===== src/rtl/miller_rx_frame_ctrl_pkg.sv =====
// Shared types and constants for the ISO 14443-A reader->card receive sequencer.
// Parity checking is built in only when MILLER_RX_PARITY_EN is defined.
package miller_rx_frame_ctrl_pkg;

    typedef enum logic [1:0] {
        ST_IDLE,
        ST_SOF_WAIT,
        ST_RECEIVE,
        ST_CLOSE
    } rx_state_t;

    localparam int ISO14443A_SHORT_FRAME_BITS = 7;
    localparam int BITS_PER_CHAR              = 9;
    localparam int DEFAULT_ETU_CLKS           = 32;
    localparam int DEFAULT_TIMEOUT_ETU        = 4;
    localparam int DEFAULT_MAX_BYTES          = 64;

endpackage


===== src/rtl/miller_rx_frame_ctrl_if.sv =====
// Bundle between the Miller receive chain / protocol layer and the frame sequencer.
// slave = sequencer side, master = chain/protocol side.
interface miller_rx_frame_ctrl_if #(
    parameter int MAX_BYTES = 64
);
    localparam int CNT_W = $clog2(MAX_BYTES + 1);

    logic             in_enable;
    logic             in_sof_detected;
    logic             in_bit_valid;
    logic             in_bit;
    logic             in_eof;
    logic             out_dec_enable;
    logic             out_chain_clear;
    logic [7:0]       out_byte;
    logic             out_byte_valid;
    logic [CNT_W-1:0] out_byte_cnt;
    logic             out_frame_done;
    logic             out_short_frame;
    logic             out_parity_err;
    logic             out_frame_err;

    modport slave (
        input  in_enable,
        input  in_sof_detected,
        input  in_bit_valid,
        input  in_bit,
        input  in_eof,
        output out_dec_enable,
        output out_chain_clear,
        output out_byte,
        output out_byte_valid,
        output out_byte_cnt,
        output out_frame_done,
        output out_short_frame,
        output out_parity_err,
        output out_frame_err
    );

    modport master (
        output in_enable,
        output in_sof_detected,
        output in_bit_valid,
        output in_bit,
        output in_eof,
        input  out_dec_enable,
        input  out_chain_clear,
        input  out_byte,
        input  out_byte_valid,
        input  out_byte_cnt,
        input  out_frame_done,
        input  out_short_frame,
        input  out_parity_err,
        input  out_frame_err
    );

endinterface


===== src/rtl/miller_rx_frame_ctrl_byte_assembler.sv =====
// LSB-first character assembler: 8 data bits then one parity bit per character.
// MILLER_RX_PARITY_EN selects odd-parity checking; otherwise the 9th bit is dropped.
module miller_rx_byte_assembler
    import miller_rx_frame_ctrl_pkg::*;
(
    input  logic       clk,
    input  logic       rst,
    input  logic       clear,
    input  logic       bit_valid,
    input  logic       bit_in,
    input  logic       emit_ok,
    output logic [3:0] idx_next,
    output logic       char_done,
    output logic [7:0] data,
    output logic [7:0] byte_q,
    output logic       byte_strobe,
    output logic       parity_bad
);

    localparam logic [3:0] PAR_IDX = 4'(BITS_PER_CHAR - 1);

    logic [3:0] bit_idx;

    always_comb begin
        char_done = bit_valid && (bit_idx == PAR_IDX);
        idx_next  = bit_idx;
        if (clear) begin
            idx_next = 4'd0;
        end else if (bit_valid) begin
            idx_next = char_done ? 4'd0 : bit_idx + 4'd1;
        end
    end

`ifdef MILLER_RX_PARITY_EN
    // Odd parity: the parity bit makes the total count of ones odd.
    always_comb begin
        parity_bad = char_done && (bit_in != ~^data);
    end
`else
    always_comb begin
        parity_bad = 1'b0;
    end
`endif

    always_ff @(posedge clk) begin
        if (rst) begin
            bit_idx     <= 4'd0;
            data        <= 8'd0;
            byte_q      <= 8'd0;
            byte_strobe <= 1'b0;
        end else begin
            bit_idx     <= idx_next;
            byte_strobe <= char_done && emit_ok;
            if (bit_valid && !char_done) begin
                data[bit_idx[2:0]] <= bit_in;
            end
            if (char_done && emit_ok) begin
                byte_q <= data;
            end
        end
    end

endmodule


===== src/rtl/miller_rx_frame_ctrl.sv =====
// Receive-frame sequencer: arms the Miller chain, frames bytes, closes on EoF/timeout.
// Define MILLER_RX_PARITY_EN to enable odd-parity checking of each character.
module miller_rx_frame_ctrl
    import miller_rx_frame_ctrl_pkg::*;
#(
    parameter int ETU_CLKS    = DEFAULT_ETU_CLKS,
    parameter int TIMEOUT_ETU = DEFAULT_TIMEOUT_ETU,
    parameter int MAX_BYTES   = DEFAULT_MAX_BYTES
) (
    input logic                   in_clk,
    input logic                   in_rst,
    miller_rx_frame_ctrl_if.slave bus
);

    localparam int CNT_W    = $clog2(MAX_BYTES + 1);
    localparam int WD_LIMIT = TIMEOUT_ETU * ETU_CLKS;
    localparam int WD_W     = $clog2(WD_LIMIT + 1);

    localparam logic [WD_W-1:0]  WD_MAX    = WD_W'(WD_LIMIT);
    localparam logic [CNT_W-1:0] CNT_MAX   = CNT_W'(MAX_BYTES);
    localparam logic [3:0]       SHORT_IDX = 4'(ISO14443A_SHORT_FRAME_BITS);

    rx_state_t        state;
    rx_state_t        state_nxt;
    logic [WD_W-1:0]  wd_cnt;
    logic [CNT_W-1:0] byte_cnt;
    logic             short_q;
    logic             perr_q;
    logic             ferr_q;

    logic             in_rx;
    logic             sof_accept;
    logic             bit_rx;
    logic             eof_rx;
    logic             emit_ok;
    logic             overflow;
    logic             timeout;
    logic             short_cond;
    logic             short_set;
    logic             ferr_set;
    logic             close_now;

    logic [3:0]       idx_next;
    logic             char_done;
    logic [7:0]       asm_data;
    logic [7:0]       asm_byte;
    logic             asm_strobe;
    logic             parity_bad;

    miller_rx_byte_assembler u_asm (
        .clk         (in_clk),
        .rst         (in_rst),
        .clear       (sof_accept),
        .bit_valid   (bit_rx),
        .bit_in      (bus.in_bit),
        .emit_ok     (emit_ok),
        .idx_next    (idx_next),
        .char_done   (char_done),
        .data        (asm_data),
        .byte_q      (asm_byte),
        .byte_strobe (asm_strobe),
        .parity_bad  (parity_bad)
    );

    // EoF is classified on the index after any same-cycle bit.
    always_comb begin
        in_rx      = (state == ST_RECEIVE);
        sof_accept = (state == ST_SOF_WAIT) && bus.in_enable && bus.in_sof_detected;
        bit_rx     = in_rx && bus.in_bit_valid;
        eof_rx     = in_rx && bus.in_eof;
        emit_ok    = (byte_cnt != CNT_MAX);
        overflow   = char_done && !emit_ok;
        timeout    = in_rx && !bit_rx && (wd_cnt == WD_MAX);
        short_cond = (byte_cnt == '0) && (idx_next == SHORT_IDX);
        short_set  = eof_rx && !overflow && short_cond;
        ferr_set   = overflow
                   || (eof_rx && !short_cond && (idx_next != 4'd0))
                   || (!eof_rx && timeout);
        close_now  = in_rx && (overflow || eof_rx || timeout);
    end

    always_comb begin
        state_nxt           = state;
        bus.out_dec_enable  = 1'b0;
        bus.out_chain_clear = 1'b0;
        bus.out_frame_done  = 1'b0;
        unique case (state)
            ST_IDLE: begin
                if (bus.in_enable) state_nxt = ST_SOF_WAIT;
            end
            ST_SOF_WAIT: begin
                if (!bus.in_enable) begin
                    state_nxt           = ST_IDLE;
                    bus.out_chain_clear = 1'b1;
                end else if (bus.in_sof_detected) begin
                    state_nxt = ST_RECEIVE;
                end
            end
            ST_RECEIVE: begin
                bus.out_dec_enable = 1'b1;
                if (close_now) state_nxt = ST_CLOSE;
            end
            ST_CLOSE: begin
                bus.out_frame_done  = 1'b1;
                bus.out_chain_clear = 1'b1;
                state_nxt = bus.in_enable ? ST_SOF_WAIT : ST_IDLE;
            end
        endcase
    end

    always_ff @(posedge in_clk) begin
        if (in_rst) begin
            state <= ST_IDLE;
        end else begin
            state <= state_nxt;
        end
    end

    // Watchdog saturates at its limit rather than wrapping.
    always_ff @(posedge in_clk) begin
        if (in_rst || !in_rx || bit_rx) begin
            wd_cnt <= '0;
        end else if (wd_cnt != WD_MAX) begin
            wd_cnt <= wd_cnt + 1'b1;
        end
    end

    always_ff @(posedge in_clk) begin
        if (in_rst || sof_accept) begin
            byte_cnt <= '0;
            short_q  <= 1'b0;
            perr_q   <= 1'b0;
            ferr_q   <= 1'b0;
        end else begin
            if (char_done && emit_ok) byte_cnt <= byte_cnt + 1'b1;
            if (parity_bad) perr_q <= 1'b1;
            if (short_set) short_q <= 1'b1;
            if (close_now && ferr_set) ferr_q <= 1'b1;
        end
    end

    assign bus.out_byte        = short_q
                               ? 8'(asm_data[ISO14443A_SHORT_FRAME_BITS-1:0])
                               : asm_byte;
    assign bus.out_byte_valid  = asm_strobe || ((state == ST_CLOSE) && short_q);
    assign bus.out_byte_cnt    = byte_cnt;
    assign bus.out_short_frame = short_q;
    assign bus.out_parity_err  = perr_q;
    assign bus.out_frame_err   = ferr_q;

endmodule


===== src/flat_wrapper.sv =====
// flat-port wrapper written by rule: the top's interface ports become plain ports
module miller_rx_frame_ctrl_flat import miller_rx_frame_ctrl_pkg::*;
#(
    parameter int ETU_CLKS    = DEFAULT_ETU_CLKS,
    parameter int TIMEOUT_ETU = DEFAULT_TIMEOUT_ETU,
    parameter int MAX_BYTES   = DEFAULT_MAX_BYTES
)
  (in_clk, in_rst, bus_in_enable, bus_in_sof_detected, bus_in_bit_valid, bus_in_bit, bus_in_eof, bus_out_dec_enable, bus_out_chain_clear, bus_out_byte, bus_out_byte_valid, bus_out_byte_cnt, bus_out_frame_done, bus_out_short_frame, bus_out_parity_err, bus_out_frame_err);
  miller_rx_frame_ctrl_if #(.MAX_BYTES(MAX_BYTES)) bus_i ();
  input logic in_clk;
  input logic in_rst;
  input wire logic [$bits(bus_i.in_enable)-1:0] bus_in_enable;
  input wire logic [$bits(bus_i.in_sof_detected)-1:0] bus_in_sof_detected;
  input wire logic [$bits(bus_i.in_bit_valid)-1:0] bus_in_bit_valid;
  input wire logic [$bits(bus_i.in_bit)-1:0] bus_in_bit;
  input wire logic [$bits(bus_i.in_eof)-1:0] bus_in_eof;
  output wire logic [$bits(bus_i.out_dec_enable)-1:0] bus_out_dec_enable;
  output wire logic [$bits(bus_i.out_chain_clear)-1:0] bus_out_chain_clear;
  output wire logic [$bits(bus_i.out_byte)-1:0] bus_out_byte;
  output wire logic [$bits(bus_i.out_byte_valid)-1:0] bus_out_byte_valid;
  output wire logic [$bits(bus_i.out_byte_cnt)-1:0] bus_out_byte_cnt;
  output wire logic [$bits(bus_i.out_frame_done)-1:0] bus_out_frame_done;
  output wire logic [$bits(bus_i.out_short_frame)-1:0] bus_out_short_frame;
  output wire logic [$bits(bus_i.out_parity_err)-1:0] bus_out_parity_err;
  output wire logic [$bits(bus_i.out_frame_err)-1:0] bus_out_frame_err;
  assign bus_i.in_enable = bus_in_enable;
  assign bus_i.in_sof_detected = bus_in_sof_detected;
  assign bus_i.in_bit_valid = bus_in_bit_valid;
  assign bus_i.in_bit = bus_in_bit;
  assign bus_i.in_eof = bus_in_eof;
  assign bus_out_dec_enable = bus_i.out_dec_enable;
  assign bus_out_chain_clear = bus_i.out_chain_clear;
  assign bus_out_byte = bus_i.out_byte;
  assign bus_out_byte_valid = bus_i.out_byte_valid;
  assign bus_out_byte_cnt = bus_i.out_byte_cnt;
  assign bus_out_frame_done = bus_i.out_frame_done;
  assign bus_out_short_frame = bus_i.out_short_frame;
  assign bus_out_parity_err = bus_i.out_parity_err;
  assign bus_out_frame_err = bus_i.out_frame_err;
  miller_rx_frame_ctrl #(.ETU_CLKS(ETU_CLKS), .TIMEOUT_ETU(TIMEOUT_ETU), .MAX_BYTES(MAX_BYTES)) u_core (.in_clk(in_clk), .in_rst(in_rst), .bus(bus_i));
endmodule

===== config.mk =====
export PLATFORM = sky130hd
export DESIGN_NAME = miller_rx_frame_ctrl_flat
export DESIGN_NICKNAME = d
export VERILOG_FILES = /design/src/rtl/miller_rx_frame_ctrl_pkg.sv /design/src/rtl/miller_rx_frame_ctrl_if.sv /design/src/rtl/miller_rx_frame_ctrl_byte_assembler.sv /design/src/rtl/miller_rx_frame_ctrl.sv /design/src/flat_wrapper.sv
export SDC_FILE = /design/constraint.sdc
export NUM_CORES = 1
export LEC_CHECK = 0
export ABC_AREA = 1
export CAP_MARGIN = 20
export CORE_MARGIN = 10
export CORE_UTILIZATION = 45
export CTS_BUF_LIST = sky130_fd_sc_hd__clkbuf_4
export DETAILED_ROUTE_END_ITERATION = 10
export GPL_ROUTABILITY_DRIVEN = 1
export GPL_TIMING_DRIVEN = 0
export PLACE_DENSITY = 0.67
export SETUP_SLACK_MARGIN = 0.2
export SYNTH_ARGS = -nofsm -noshare
export SYNTH_HDL_FRONTEND = slang
export SYNTH_SLANG_ARGS = --single-unit

===== constraint.sdc =====
create_clock -name in_clk -period 4.1 [get_ports in_clk]
set_clock_uncertainty 0.1 [all_clocks]
set_input_delay 0.82 -clock in_clk [delete_from_list [all_inputs] [get_ports in_clk]]
set_output_delay 0.82 -clock in_clk [all_outputs]
set_load 0.05 [all_outputs]

==> impl_results.md, run 1 <==
- HPWL after DPL: 3463 um
- CP max FO: 6
- # hold bufs at CTS: 0
- Most common cell after layout, fill and taps aside: nand2_1
- Post-synthesis xor/xnor area fraction: 1.710%
- Clock root cell: clkbuf_4
- CP required: 3.18 ns
- Post-CTS Resized: 0
- Largest net degree at the start of global routing: 13
- Fin nets: 335
- Clk buf depth: 2
- Setup CP Type: input port to primary output
- CTS H-tree depth: 2
- HP Class: flop to flop
- Final setup fails: 0
- Reg2Reg Depth: 12
- Run status: completed
- Dpl ws: 0.8697 ns
- PnR worst setup slack: 0.8815 ns
- Post-synthesis mux area share: 0%
- Largest family of logic cells by synthesized area: simple AND/OR/NAND/NOR gates
- Post-synthesis adder-cell area fraction: 3.665%
- Number of remaining DRC errors: 0
- P&R area growth vs syn: 18.39%
- Initial antenna violation count: 0
- Number of library cell types mapped by synthesis: 32
- Post-synthesis simple-gate area fraction: 33.11%
- Die area: 0.007650 sq mm
- Num rows: 24
- Ys Warns: 0
- Crit. Startpoint: bus_in_enable
- Post-Syn Area: 0.002048 sq mm
- Syn nets: 302
- Vias in the first global route: 1688
- Final WL: 4449 um
- Most frequent cells in the layout: 52 x nand2_1, 40 x dfxtp_1, 39 x inv_1
- Slew HR: 65.26%
- TritonCTS buffer count: 5
- Initial cell density of the core: 46.72%
- Critical path depth: 3
- Max-cap viol count: 0
- Reg2Reg Capture Point: u_core.bus.out_frame_err
- Yosys reg bits: 40
- Core Area: 0.004384 sq mm
- Post-CTS Setup Inserts: 0
- Setup TNS: 0 ns
- Crit path cell chain: clkdlybuf4s50_1, a21oi_1, clkdlybuf4s50_1
- Fin util: 55.31%
- End point of the critical path: bus_out_chain_clear
- Clk slew on worst S/H paths: 0.12 ns
- Total Routing Usage GR: 12.14%
- Fin crit share: 78.50%
- Max Clk Rate: 310.7 MHz
- Slew at the pin closest to its max-slew limit: 0.5194 ns
- Total power: 0.6342 mW
- First-iteration detailed-routing DRC count: 93
- GPL Wtd Cong: 0.8272
- Layout cell share with drive strength beyond 1: 9.907%
- FF+latch area: 800.8 sq um
- Peak VDD IR: 0.1499 mV
- CTS tree: done
- Pleak: 0.9482 nW
- DIE HEIGHT: 87.47 um
- CP Capture Type: primary output
- Io pins: 29
- Global-route wire length before repair: 7665 um
- Via density: 4.987
- PortBufs: 26
- Fillcell total: 436
- Via count: 1870
- CP delay by family, top: buffers and inverters
- Multi-input gate area: 0.001052 sq mm
- Inserted Diodes: 0
- Nature of the critical path startpoint: input port
- Power Density: 261.5 mW/mm^2
- Slew Limit Fails: 0
- Clock sink count: 40
- Die X: 87.47 um
- Critical Path Slowest Stage Cell: clkdlybuf4s50_1
- Mapped Cells: 289
- Compound-Gate Fraction of Synth Area: 12.71%
- Post-synthesis average cell area: 7.087 sq um
- Unrepaired setup endpoints after global routing: false
- RR Startpoint: u_core.u_asm.bit_idx[0]
- GR Overflow Total: 0
- Routed length per placed instance: 11.86 um
- Reg2reg setup slack: 2.19 ns
- Worst path arrival time: 2.30 ns
- Sequential area share after synthesis: 39.10%
- TritonRoute pass-1 iters: 4
- Critical Path Max Stage Delay: 0.82 ns
- Crit path buf inv count: 2
- Final hold vios: 0
- Skew-Pair Late Insertion Delay: 0.35 ns
- Most used cell, CP: clkdlybuf4s50_1
- Antenna-violating nets left: 0
- Minimum clock period after layout: 3.219 ns
per-stage QoR:
step	cells	cell area [sq um]	hold WS, ns
6_report	375	2425	0.3692
5_1_grt	375	2425	0.3918
4_1_cts	375	2425	0.3757
3_5_place_dp	367	2374	0.3577
3_3_place_gp	367	2374	0.3490
2_1_floorplan	289	2048	0.3297
flip-flops by register name, summed over array words and instances, names as in the netlist, named ones only:
name and cells:
u_core.u_asm.byte_strobe 1, u_core.u_asm.byte_q 8, u_core.wd_cnt 8, u_core.u_asm.bit_idx 4, u_core.bus.out_byte_cnt 7, u_core.bus.out_frame_err 1, u_core.bus.out_short_frame 1, u_core.u_asm.data 8
u_core.state 1
cells by family after synthesis:
logic type               Yosys count
XOR/XNOR                           4
flip-flops                        40
AND/OR/NAND/NOR                  140
AO/OA/AOI/OAI                     48
buffers and inverters             50
adder cells (fa/ha/maj)            6
other                              1
cells in the mapped netlist, drive strengths merged:
cell / number / share of area, %
a21oi: 20 / 4.9
nand3: 21 / 6.2
inv: 44 / 8.1
buf: 2 / 0.73
clkbuf: 4 / 0.73
conb: 1 / 0.18
or2: 1 / 0.31
nor3b: 1 / 0.37
nor3: 9 / 3.5
xor2: 3 / 1.3
nor2: 44 / 9.5
dfxtp: 40 / 39
o21bai: 1 / 0.37
a31oi: 3 / 0.92
and3: 1 / 0.31
or3: 1 / 0.31
a211oi: 1 / 0.37
nand4: 6 / 1.8
o21ai: 23 / 6.2
nand2: 54 / 10
ha: 6 / 3.7
nor4: 2 / 0.61
xnor2: 1 / 0.43
tightest hold or removal path: cells and delay by family, from the launching register on:
family | cells | cell delay [ns]
AOI/OAI and AO/OA | 1 | 0.06
DFF | 1 | 0.32
buffers and inverters | 1 | 0.06
where the power goes:
| group | internal (mW) | total (mW) | switching [mW] |
|---|---|---|---|
| clock | 0.0630 | 0.194 | 0.131 |
| sequential | 0.391 | 0.395 | 0.00418 |
| combinational | 0.0150 | 0.0457 | 0.0307 |
| total | 0.469 | 0.634 | 0.165 |
metal layers:
| layer | wire length [um] | vias to the layer above | global-route usage [%] |
|---|---|---|---|
| li1 | - | 999 | - |
| met1 | 2140 | 826 | 15.14 |
| met2 | 1930 | 38 | 18.32 |
| met3 | 314 | 7 | 4.682 |
| met4 | 63 | 0 | 4.638 |
| met5 | 0 | - | 0 |
how the worst min path moves through the flow:
stage,from,endpoint,slack [ns],cells after the start
2_1_floorplan,u_core.u_asm.byte_q[7],u_core.u_asm.byte_q[7],0.33,2
3_3_place_gp,u_core.u_asm.byte_q[7],u_core.u_asm.byte_q[7],0.35,2
3_5_place_dp,u_core.u_asm.byte_q[7],u_core.u_asm.byte_q[7],0.36,2
4_1_cts,u_core.u_asm.byte_q[7],u_core.u_asm.byte_q[7],0.38,2
5_1_grt,u_core.u_asm.byte_q[7],u_core.u_asm.byte_q[7],0.39,2
6_report,u_core.u_asm.byte_q[7],u_core.u_asm.byte_q[7],0.37,2
final cells by class:
cell class / count / area share (%)
Buffer: 6 / 1.238
Inverter: 44 / 6.811
Clock buffer: 5 / 1.548
Tap cell: 52 / 2.683
Multi-Input combinational cell: 199 / 43.40
Timing Repair Buffer: 26 / 10.73
Clock inverter: 3 / 0.5676
Sequential cell: 40 / 33.02
No activity file was read; power rests on OpenSTA's default activity.
==> run 2, diff against run 1 <==
clock period = 3.2 ns   (was 4.1 ns; I/O delays follow)
==> run 2 against run 1 <==
  * Clock power increased by 28%
  * Sequential power is 28% higher
  * Critical endpoint unchanged
  * Final cell count unchanged
  * Flip-flop and latch count unchanged
  * Non-clock buffer count unchanged
  * Global-route usage unchanged
  * First-iteration DRC count up 4.3%
  * Die area unchanged
  * Wire length rose by 0.74%
  * Critical path depth did not move
  * Sequential share of layout area down 0.12 points
==> impl_results.md, run 2 (synthesis gave the netlist of run 1 again) <==
- Setup TNS: 0 ns
- Largest net degree at the start of global routing: 13
- Run status: completed
- First-iteration detailed-routing DRC count: 97
- CP Capture Type: primary output
- Worst path arrival time: 2.12 ns
- HP Class: flop to flop
- Peak VDD IR: 0.1921 mV
- Total Routing Usage GR: 12.14%
- CTS tree: done
- Fin nets: 335
- Setup CP Type: input port to primary output
- Final setup fails: 0
- Max-cap viol count: 0
- P&R area growth vs syn: 18.81%
- Die area: 0.007650 sq mm
- Initial antenna violation count: 0
- Sequential Power Share: 62.2%
- Clk buf depth: 2
- Unrepaired setup endpoints after global routing: false
- Slew HR: 65.26%
- Final hold vios: 0
- Slew Limit Fails: 0
- Vias in the first global route: 1688
- Nature of the critical path startpoint: input port
- Inserted Diodes: 0
- Total power: 0.8132 mW
- Comb pwr share: 7.2%
- Die X: 87.47 um
- Most frequent cells in the layout: 52 x nand2_1, 40 x dfxtp_1, 39 x inv_1
- PortBufs: 26
- Via count: 1866
- GPL Wtd Cong: 0.8272
- Clock group share of total power: 30.6%
- CP max FO: 6
- Global-route wire length before repair: 7665 um
- Number of remaining DRC errors: 0
- Io pins: 29
- Max Clk Rate: 349.8 MHz
- Num rows: 24
- Clock sink count: 40
- Antenna-violating nets left: 0
- Skew-Pair Late Insertion Delay: 0.35 ns
- CTS H-tree depth: 2
- Post-CTS Resized: 0
- Clock root cell: clkbuf_4
- TritonRoute pass-1 iters: 4
- Post-CTS Setup Inserts: 0
- Final WL: 4482 um
- Pleak: 1.007 nW
- TritonCTS buffer count: 5
- DIE HEIGHT: 87.47 um
- Reg2reg setup slack: 1.29 ns
- HPWL after DPL: 3463 um
- Internal Power: 0.6006 mW
- # hold bufs at CTS: 0
- Via density: 4.976
- WHS: 0.3704 ns
- Slew at the pin closest to its max-slew limit: 0.5194 ns
- Clk slew on worst S/H paths: 0.12 ns
- Core Area: 0.004384 sq mm
- Most common cell after layout, fill and taps aside: nand2_1
- Routed length per placed instance: 11.95 um
- Power Density: 334.2 mW/mm^2
- Layout cell share with drive strength beyond 1: 10.22%
- Minimum clock period after layout: 2.859 ns
- GR Overflow Total: 0
- Fin crit share: 89.33%
- CP required: 2.46 ns
- Psw: 0.2127 mW
- Sw frac: 26.15%
- Largest regs: u_core.u_asm.byte_q: 8 flops, u_core.u_asm.data: 8 flops, u_core.wd_cnt: 8 flops
- Initial cell density of the core: 46.72%
[run 2: final timing paths]
check / to / start / cells after the start
worst max-delay path: bus_out_chain_clear / bus_in_enable / 3
worst min-delay path: u_core.u_asm.byte_q[7] / u_core.u_asm.byte_q[7] / 2
worst max register to register: u_core.bus.out_frame_err / u_core.u_asm.bit_idx[0] / 12
worst min register to register: u_core.u_asm.byte_q[7] / u_core.u_asm.byte_q[7] / 2
[run 2: area by class of cell]
class / count / area, sq um
tap: 52 / 65.06
inverter: 44 / 165.2
clock inverter: 3 / 13.76
buffer: 6 / 31.28
fill: 437 / 1951
clock buffer: 5 / 37.54
multi-input combinational: 199 / 1052
timing repair buffer: 26 / 267.8
sequential: 40 / 800.8
[run 2: worst max-delay path, stage by stage]
cell and delay [ns]:
clkdlybuf4s50_1 0.48, a21oi_1 0.17, clkdlybuf4s50_1 0.82
[run 2: power groups by stage]
stage	combinational, mW	sequential [mW]	clock, mW
final	0.0586	0.506	0.249
after global routing	0.0645	0.507	0.275
after CTS	0.0589	0.506	0.255
after detailed placement	0.0587	0.517	0
after global placement	0.0581	0.517	0
after floorplan	0.0382	0.516	0
[run 2: per-stage QoR]
step           cell area [sq um]  setup WS [ns]  cells  util, %
5_1_grt                     2434         0.2906    375    55.51
3_5_place_dp                2374         0.3297    367    54.14
6_report                    2434         0.3415    375    55.51
3_3_place_gp                2374         0.3221    367    54.14
2_1_floorplan               2048         0.3192    289        -
4_1_cts                     2425         0.2049    375    55.31
[run 2: per-layer routing]
layer	up-vias	part of all wire (%)	track usage [%]
li1	999	-	-
met1	823	48	15.14
met2	37	43	18.32
met3	7	6.8	4.682
met4	0	1.4	4.638
met5	-	0	0
==> run 3, diff against run 2 <==
CORE_UTILIZATION = 48   (was 45)
PLACE_DENSITY = 0.71   (was 0.67)
==> run 3 against run 2 <==
  * Sequential power is essentially flat
  * Final area is 0.31% higher
  * Hold slack got worse by 0.0069 ns
  * Non-clock buffer count unchanged
  * Final cell count shrank 0.80%
  * Critical path depth stayed put
  * Largest cell class unchanged
==> impl_results.md, run 3 (synthesis gave the netlist of run 1 again) <==
- Most common cell after layout, fill and taps aside: nand2_1
- Crit path buf inv count: 2
- Reg2Reg Depth: 12
- GR Overflow Total: 0
- Die X: 85.33 um
- Clock sink count: 40
- Number of remaining DRC errors: 0
- Critical Path Slowest Stage Cell: clkdlybuf4s50_1
- Largest regs: u_core.u_asm.byte_q: 8 flops, u_core.u_asm.data: 8 flops, u_core.wd_cnt: 8 flops
- Slew Limit Fails: 0
- Dpl ws: 0.3300 ns
- GPL Wtd Cong: 0.8097
- Clk buf depth: 2
- Setup CP Type: input port to primary output
- Design Area, Final: 0.002441 sq mm
- PnR worst setup slack: 0.3334 ns
- Max-cap viol count: 0
- Layout cell share with drive strength beyond 1: 9.938%
- Total power: 0.8029 mW
- Run status: completed
- P&R area growth vs syn: 19.18%
- Total Routing Usage GR: 12.38%
- Most frequent cells in the layout: 52 x nand2_1, 40 x dfxtp_1, 39 x inv_1
- First-iteration detailed-routing DRC count: 107
- Fin nets: 335
- Via density: 4.863
- Pleak: 1.097 nW
- Final hold vios: 0
- HP Class: flop to flop
- Antenna-violating nets left: 0
- Setup TNS: 0 ns
- Placed instance area: 0.002371 sq mm
- Hold-critical path endpoint: u_core.u_asm.byte_q[7]
- CP Capture Type: primary output
- Slew at the pin closest to its max-slew limit: 0.5123 ns
- Peak VDD IR: 0.2386 mV
- RR Startpoint: u_core.u_asm.bit_idx[0]
- Final setup fails: 0
- Post-CTS Setup Inserts: 0
- PortBufs: 26
- HPWL after DPL: 3309 um
- CTS H-tree depth: 2
- TritonRoute pass-1 iters: 4
- Num rows: 23
- DIE HEIGHT: 85.33 um
- Crit path cell chain: clkdlybuf4s50_1, a21oi_1, clkdlybuf4s50_1
- Clock root cell: clkbuf_4
- Worst path arrival time: 2.13 ns
- Reg2reg setup slack: 1.31 ns
- Hold path depth: 2
- Routed length per placed instance: 11.31 um
- Core Area: 0.004058 sq mm
- Nature of the critical path startpoint: input port
- Final WL: 4209 um
- TritonCTS buffer count: 5
- Power Density: 328.9 mW/mm^2
- Global-route wire length before repair: 7583 um
- CP required: 2.46 ns
- Initial cell density of the core: 50.48%
- Unrepaired setup endpoints after global routing: false
- Minimum clock period after layout: 2.867 ns
- Clk slew on worst S/H paths: 0.11 ns
- CP max FO: 6
- Initial antenna violation count: 0
- Critical Path Max Stage Delay: 0.82 ns
- Largest net degree at the start of global routing: 12
- Skew-Pair Late Insertion Delay: 0.33 ns
- Max Clk Rate: 348.8 MHz
- Most used cell, CP: clkdlybuf4s50_1
- Fin crit share: 89.58%
- Slew HR: 65.74%
- Via count: 1809
- Inserted Diodes: 0
- Hold Path Origin: u_core.u_asm.byte_q[7]
- Die area: 0.007280 sq mm
- Io pins: 29
- CP delay by family, top: buffers and inverters
- CTS tree: done
- Vias in the first global route: 1680
- Reg2Reg Capture Point: u_core.bus.out_frame_err
-- run 3: changes by cell type in the layout (fill, tap and decap cells not counted), sizes merged --
cell	change
clkdlybuf4s50	-5
dlymetal6s2s	+5
clkinv	-2
clkbuf	+1
-- run 3: worst max path at each step --
stage / start / cells after the start / end
final: bus_in_enable / 3 / bus_out_chain_clear
after global routing: bus_in_enable / 3 / bus_out_chain_clear
after CTS: u_core.bus.out_short_frame / 4 / bus_out_byte[6]
after detailed placement: bus_in_enable / 3 / bus_out_chain_clear
after global placement: bus_in_enable / 3 / bus_out_chain_clear
after floorplan: u_core.bus.out_short_frame / 3 / bus_out_byte[2]
-- run 3: stage by stage --
stage	util, %	hold slack, ns	cells
global placement	58.43	0.3462	365
detailed placement	58.43	0.3542	365
floorplan	-	0.3297	289
global route	60.16	0.4045	372
finish	60.16	0.3635	372
CTS	59.67	0.3702	372
-- run 3: power by group --
part / internal [mW] / switching (mW) / total [mW]
Combinational: 0.0192 / 0.0390 / 0.0581
Sequential: 0.500 / 0.00543 / 0.506
Clock: 0.0895 / 0.149 / 0.239
-- run 3: timing repair --
action | 4_1_cts | 5_1_grt
hold buffers | 0 | 0
gates resized for setup | 0 | 8
endpoints found under the setup margin | 0 | 8
-- run 3: tightest hold or removal path, delay by kind of cell, from the launching register on --
family	cells	cell delay, ns
buf+inv	1	0.06
compound gates	1	0.06
flops	1	0.31
-- run 3: area by class of cell --
type                            count  area [sq um]
Timing Repair Buffer               26         280.3
Sequential cell                    40         800.8
Clock inverter                      1         5.005
Inverter                           44         165.2
Multi-Input combinational cell    199          1052
Fill cell                         391          1617
Clock buffer                        6         45.04
Buffer                              6         30.03
Tap cell                           50         62.56
-- run 3: routing by layer --
metal / track usage [%] / up-vias / part of all wire (%)
met5: 0 / - / 0
met4: 4.641 / 0 / 1.1
met3: 4.111 / 4 / 5.1
met2: 18.87 / 31 / 42
met1: 15.74 / 776 / 51
li1: - / 998 / -
